## src/rtl/ooo_reorder_buffer.sv

```systemverilog
// Reorder buffer with register alias table: in-order allocate, out-of-order
// writeback by tag, in-order retire (one per cycle), full flush.
module ooo_reorder_buffer #(
    parameter int DATA_W = 8,
    parameter int REG_AW = 3,
    parameter int PC_W   = 8,
    parameter int DEPTH  = 8,
    localparam int TAG_W = $clog2(DEPTH)
) (
    input  logic              clk,
    input  logic              rst,
    input  logic              flush,
    input  logic              alloc_valid,
    output logic              alloc_ready,
    input  logic [REG_AW-1:0] alloc_dest,
    input  logic [PC_W-1:0]   alloc_pc,
    output logic [TAG_W-1:0]  alloc_tag,
    input  logic [REG_AW-1:0] src_a_addr,
    input  logic [DATA_W-1:0] reg_a_data,
    output logic              src_a_ready,
    output logic [TAG_W-1:0]  src_a_tag,
    output logic [DATA_W-1:0] src_a_value,
    input  logic [REG_AW-1:0] src_b_addr,
    input  logic [DATA_W-1:0] reg_b_data,
    output logic              src_b_ready,
    output logic [TAG_W-1:0]  src_b_tag,
    output logic [DATA_W-1:0] src_b_value,
    input  logic              wb_valid,
    input  logic [TAG_W-1:0]  wb_tag,
    input  logic [DATA_W-1:0] wb_data,
    output logic              wb_error,
    output logic              commit_valid,
    output logic [REG_AW-1:0] commit_reg,
    output logic [DATA_W-1:0] commit_data,
    output logic [PC_W-1:0]   commit_pc,
    output logic [TAG_W-1:0]  commit_tag,
    output logic [TAG_W:0]    count,
    output logic              full,
    output logic              empty
);
    localparam int NREG = 1 << REG_AW;

    logic [DEPTH-1:0]  ent_valid, ent_ready;
    logic [REG_AW-1:0] ent_dest [DEPTH];
    logic [PC_W-1:0]   ent_pc   [DEPTH];
    logic [DATA_W-1:0] ent_data [DEPTH];

    logic [NREG-1:0]   rat_pend;
    logic [TAG_W-1:0]  rat_tag [NREG];

    logic [TAG_W-1:0]  head, tail;
    logic              alloc_fire, commit_fire, wb_ok;

    assign full        = (count == (TAG_W+1)'(DEPTH));
    assign empty       = (count == '0);
    assign alloc_ready = !full && !flush;
    assign alloc_tag   = tail;
    assign alloc_fire  = alloc_valid && alloc_ready;
    assign commit_fire = ent_valid[head] && ent_ready[head];
    assign wb_ok       = wb_valid && ent_valid[wb_tag] && !ent_ready[wb_tag];

    // Operand lookup sees pre-alloc state, so src==dest resolves to the older producer.
    logic [REG_AW-1:0] src_addr [2];
    logic [DATA_W-1:0] reg_data [2];
    logic              src_rdy  [2];
    logic [TAG_W-1:0]  src_tg   [2];
    logic [DATA_W-1:0] src_val  [2];

    assign src_addr[0] = src_a_addr;
    assign src_addr[1] = src_b_addr;
    assign reg_data[0] = reg_a_data;
    assign reg_data[1] = reg_b_data;

    always_comb begin
        for (int i = 0; i < 2; i++) begin
            src_rdy[i] = 1'b0;
            src_tg[i]  = '0;
            src_val[i] = '0;
            if (src_addr[i] == '0 || !rat_pend[src_addr[i]]) begin
                src_rdy[i] = 1'b1;
                src_val[i] = reg_data[i];
            end else begin
                src_tg[i] = rat_tag[src_addr[i]];
                if (ent_ready[src_tg[i]]) begin
                    src_rdy[i] = 1'b1;
                    src_val[i] = ent_data[src_tg[i]];
                end else if (wb_valid && wb_tag == src_tg[i]) begin
                    src_rdy[i] = 1'b1;
                    src_val[i] = wb_data;
                end
            end
        end
    end

    assign src_a_ready = src_rdy[0];
    assign src_a_tag   = src_tg[0];
    assign src_a_value = src_val[0];
    assign src_b_ready = src_rdy[1];
    assign src_b_tag   = src_tg[1];
    assign src_b_value = src_val[1];

    always_ff @(posedge clk) begin
        if (rst || flush) begin
            head         <= '0;
            tail         <= '0;
            count        <= '0;
            ent_valid    <= '0;
            ent_ready    <= '0;
            rat_pend     <= '0;
            commit_valid <= 1'b0;
            commit_reg   <= '0;
            commit_data  <= '0;
            commit_pc    <= '0;
            commit_tag   <= '0;
            wb_error     <= 1'b0;
            if (rst) begin
                for (int i = 0; i < DEPTH; i++) ent_data[i] <= '0;
            end
        end else begin
            wb_error <= wb_valid && !wb_ok;
            if (wb_ok) begin
                ent_data[wb_tag]  <= wb_data;
                ent_ready[wb_tag] <= 1'b1;
            end

            commit_valid <= commit_fire;
            if (commit_fire) begin
                commit_reg      <= ent_dest[head];
                commit_data     <= ent_data[head];
                commit_pc       <= ent_pc[head];
                commit_tag      <= head;
                ent_valid[head] <= 1'b0;
                ent_ready[head] <= 1'b0;
                head            <= head + TAG_W'(1);
                // Only the newest producer owns the mapping; older retirements leave it alone.
                if (rat_tag[ent_dest[head]] == head) rat_pend[ent_dest[head]] <= 1'b0;
            end

            // Placed after the commit clear so a same-cycle rename of the same dest wins.
            if (alloc_fire) begin
                ent_valid[tail] <= 1'b1;
                ent_ready[tail] <= 1'b0;
                ent_dest[tail]  <= alloc_dest;
                ent_pc[tail]    <= alloc_pc;
                tail            <= tail + TAG_W'(1);
                if (alloc_dest != '0) begin
                    rat_pend[alloc_dest] <= 1'b1;
                    rat_tag[alloc_dest]  <= tail;
                end
            end

            count <= count + (TAG_W+1)'(alloc_fire) - (TAG_W+1)'(commit_fire);
        end
    end
endmodule
```

## config.mk

```make
export PLATFORM = sky130hd
export DESIGN_NAME = ooo_reorder_buffer
export DESIGN_NICKNAME = d
export VERILOG_FILES = /design/src/rtl/ooo_reorder_buffer.sv
export SDC_FILE = /design/constraint.sdc
export NUM_CORES = 1
export LEC_CHECK = 0
export ABC_AREA = 0
export CAP_MARGIN = 20
export CORE_MARGIN = 2
export CORE_UTILIZATION = 46
export CTS_BUF_LIST = sky130_fd_sc_hd__clkbuf_16
export CTS_CLUSTER_DIAMETER = 200
export CTS_CLUSTER_SIZE = 25
export DETAILED_ROUTE_END_ITERATION = 8
export GPL_TIMING_DRIVEN = 1
export PLACE_DENSITY = 0.77
export SLEW_MARGIN = 20
export SYNTH_ARGS = -nofsm -noshare
export SYNTH_HDL_FRONTEND = slang
export SYNTH_SLANG_ARGS = --single-unit
```

## constraint.sdc

```tcl
create_clock -name clk -period 7.2 [get_ports clk]
set_clock_uncertainty 0.15 [all_clocks]
set_input_delay 0.72 -clock clk [delete_from_list [all_inputs] [get_ports clk]]
set_output_delay 0.72 -clock clk [all_outputs]
set_load 0.005 [all_outputs]
```

==> impl_metrics.json <==
{
  "status": "complete, no violations",
  "irDropWorstVdd_uv": 119,
  "routabilityCongestion": 0.907,
  "crit_path_start": "src_b_addr[0]",
  "portBuffers": 106,
  "finalInstanceArea_um2": 14000,
  "cts-root-buf": "clkbuf_16",
  "nFillCells": 2165,
  "clock_sinks": 236,
  "endpoint_kind": "output pin",
  "gr-total-overflow": 0,
  "grt_max_degree": 47,
  "clk-insertion-delay-late_ns": 0.50,
  "yosys_warnings": 0,
  "remaining_drc_errors": 0,
  "synth_enable_flop_cells": 176,
  "hold_viol_final": 0,
  "relSlewSlack_pct": 36.2,
  "ys_seq_elements": 236,
  "highest_layer": "met4",
  "worst_r2r_path_depth": 8,
  "powerDensity_nw_per_um2": 181,
  "setup_viol": 0,
  "fp.coreArea_um2": 26100,
  "grt.total_usage_pct": 22.3,
  "crit_cells": 10,
  "power_mw": 2.53,
  "path_cells": "clkdlybuf4s50_1 > mux4_2 > mux2i_4 > buf_4 > xnor2_1 > nor4_4 > nand2_1 > a221o_1 > o21ai_1 > clkdlybuf4s50_1",
  "cpPeakStageDelay_ns": 0.82,
  "min_period_ns": 5.68,
  "routed_wl_mm": 31.0,
  "hpwlAfterDp_mm": 21.9,
  "clk_pin_slew_ns": 0.10,
  "worst_hold_path_type": "register to register",
  "worst-path-buf-inv": 3,
  "crit_path_max_fanout": 17,
  "vias": 8382,
  "synth-main-ff-cell": "edfxtp_1",
  "die_h_um": 167,
  "crit_required_ns": 6.33,
  "syn_area_um2": 12200,
  "dpl-instance-area_um2": 13600,
  "crit_slowest_cell": "clkdlybuf4s50_1",
  "synthCells": 983,
  "antenna_cells": 0,
  "reg.largest.list": "ent_data (64), ent_pc (64)",
  "tritoncts": "built",
  "worst_pin_slew_ns": 0.953,
  "drive_above_1_share_pct": 11.8,
  "antenna_found_initial": 0,
  "drv_slew": 0,
  "mostFrequentLayoutCell": "edfxtp_1",
  "synth_cell_types": 56,
  "max_cap_viol_count": 0,
  "yosysTopAreaCell": "edfxtp_1",
  "final_cell_mix": "176 x edfxtp_1, 120 x mux2i_1, 106 x clkdlybuf4s50_1",
  "drt_iter0_markers": 945,
  "maxClockFrequency_mhz": 176,
  "wire_per_inst_um": 22.1,
  "worstSetupStartpointType": "input port",
  "p_leak_nw": 4.63,
  "grt_pass1_wl_mm": 48.1,
  "syn-mean-instance-area_um2": 12.4,
  "layout.nets": 1121,
  "dieArea_um2": 27800,
  "synth_top_area_share_pct": 43.4,
  "synthArstFlopShare_pct": 0,
  "path_class": "input port to output pin",
  "viasPerCell": 5.97,
  "ctsResizeCount": 0,
  "setup_tns_ns": 0,
  "die_w_um": 167,
  "postCtsSetupBuffers": 0,
  "grt_pass1_vias": 8200,
  "ant_nets": 0,
  "drt_pre_antenna_iters": 5,
  "pin_count": 107,
  "synthTopCellsByArea": "edfxtp_1 43%, mux2i_1 10%, dfxtp_1 9.9%",
  "wl_met3_mm": 2.15,
  "htree_levels": 1,
  "clock_path_buffers": 3,
  "row_count": 59,
  "r2r-end": "rat_pend[3]$_SDFF_PP0_",
  "holdBufCountCts": 0,
  "fin_ws_ns": 1.52,
  "arrival_ns": 4.81,
  "path_common_cell": "clkdlybuf4s50_1",
  "wl_met2_mm": 15.2,
  "areaGrowthSynthToFinish_pct": 14.9,
  "crit_path_end": "src_b_value[3]",
  "cts_made_buffers": 13,
  "critPathTopFamily": "buffers and inverters",
  "rsz0062_at_grt": "no",
  "initial_core_util_pct": 46.8,
  "post-place-ws_ns": 1.56,
  "post-route-period-util_pct": 78.9,
  "wl_met1_mm": 13.0,
  "r2r_setup_slack_ns": 3.76,
  "yosysSeqAreaShare_pct": 53.2
}
## per-stage QoR
step | utilization (%) | hold WS, ns | instances
6_report | 53.7 | 0.334 | 1405
3_3_place_gp | 52.2 | 0.304 | 1383
4_1_cts | 53.7 | 0.333 | 1405
5_1_grt | 53.7 | 0.349 | 1405
2_1_floorplan | - | 0.290 | 985
3_5_place_dp | 52.3 | 0.310 | 1383
## cell type report
| class | count | area [um2] | share of cell area [%] |
|---|---|---|---|
| Multi-Input combinational cell | 668 | 5420 | 38.7 |
| Sequential cell | 236 | 6490 | 46.4 |
| Tap cell | 335 | 419 | 2.99 |
| Clock buffer | 13 | 325 | 2.32 |
| Clock inverter | 9 | 51.3 | 0.366 |
| Timing Repair Buffer | 129 | 1230 | 8.81 |
| Inverter | 15 | 56.3 | 0.402 |
## per-layer routing
layer / up-vias / GRT usage (%)
li1: 3840 / -
met1: 4172 / 31.0
met2: 325 / 37.8
met3: 45 / 2.38
met4: 0 / 5.62
met5: - / 0
## power by group
group | internal, mW | total, mW | switching (mW)
registers | 1.48 | 1.50 | 0.0213
clock network | 0.340 | 0.774 | 0.434
logic | 0.116 | 0.259 | 0.144
total | 1.93 | 2.53 | 0.599
## Yosys cell counts (all sizes together) (28+ instances only)
| master | count |
|---|---|
| and2 | 69 |
| edfxtp | 176 |
| mux4 | 53 |
| clkbuf | 37 |
| mux2i | 125 |
| o21ai | 28 |
| nor2 | 96 |
| a21oi | 38 |
| nand2 | 52 |
| dfxtp | 60 |
| buf | 29 |
| a211oi | 35 |
## cells by family after synthesis
logic type | share of synthesized area, %
XOR/XNOR | 1.01
AO/OA/AOI/OAI | 8.40
AND/OR/NAND/NOR | 12.8
flip-flops | 53.2
other | 0.0308
buffers and inverters | 2.98
adder cells (fa/ha/maj) | 0.986
multiplexers | 20.6
## how the worst min path moves through the flow
stage                                 start                      end  slack [ns]  cells past startpoint
floorplan           ent_valid[5]$_SDFF_PP0_  ent_valid[5]$_SDFF_PP0_        0.29                      1
global route        ent_valid[6]$_SDFF_PP0_  ent_valid[6]$_SDFF_PP0_        0.35                      2
CTS                 ent_valid[6]$_SDFF_PP0_  ent_valid[6]$_SDFF_PP0_        0.33                      2
finish              ent_valid[4]$_SDFF_PP0_  ent_valid[4]$_SDFF_PP0_        0.33                      1
global placement    ent_valid[4]$_SDFF_PP0_  ent_valid[4]$_SDFF_PP0_        0.30                      1
detailed placement  ent_valid[4]$_SDFF_PP0_  ent_valid[4]$_SDFF_PP0_        0.31                      1
Note: power is estimated with default switching activity, not from simulation.
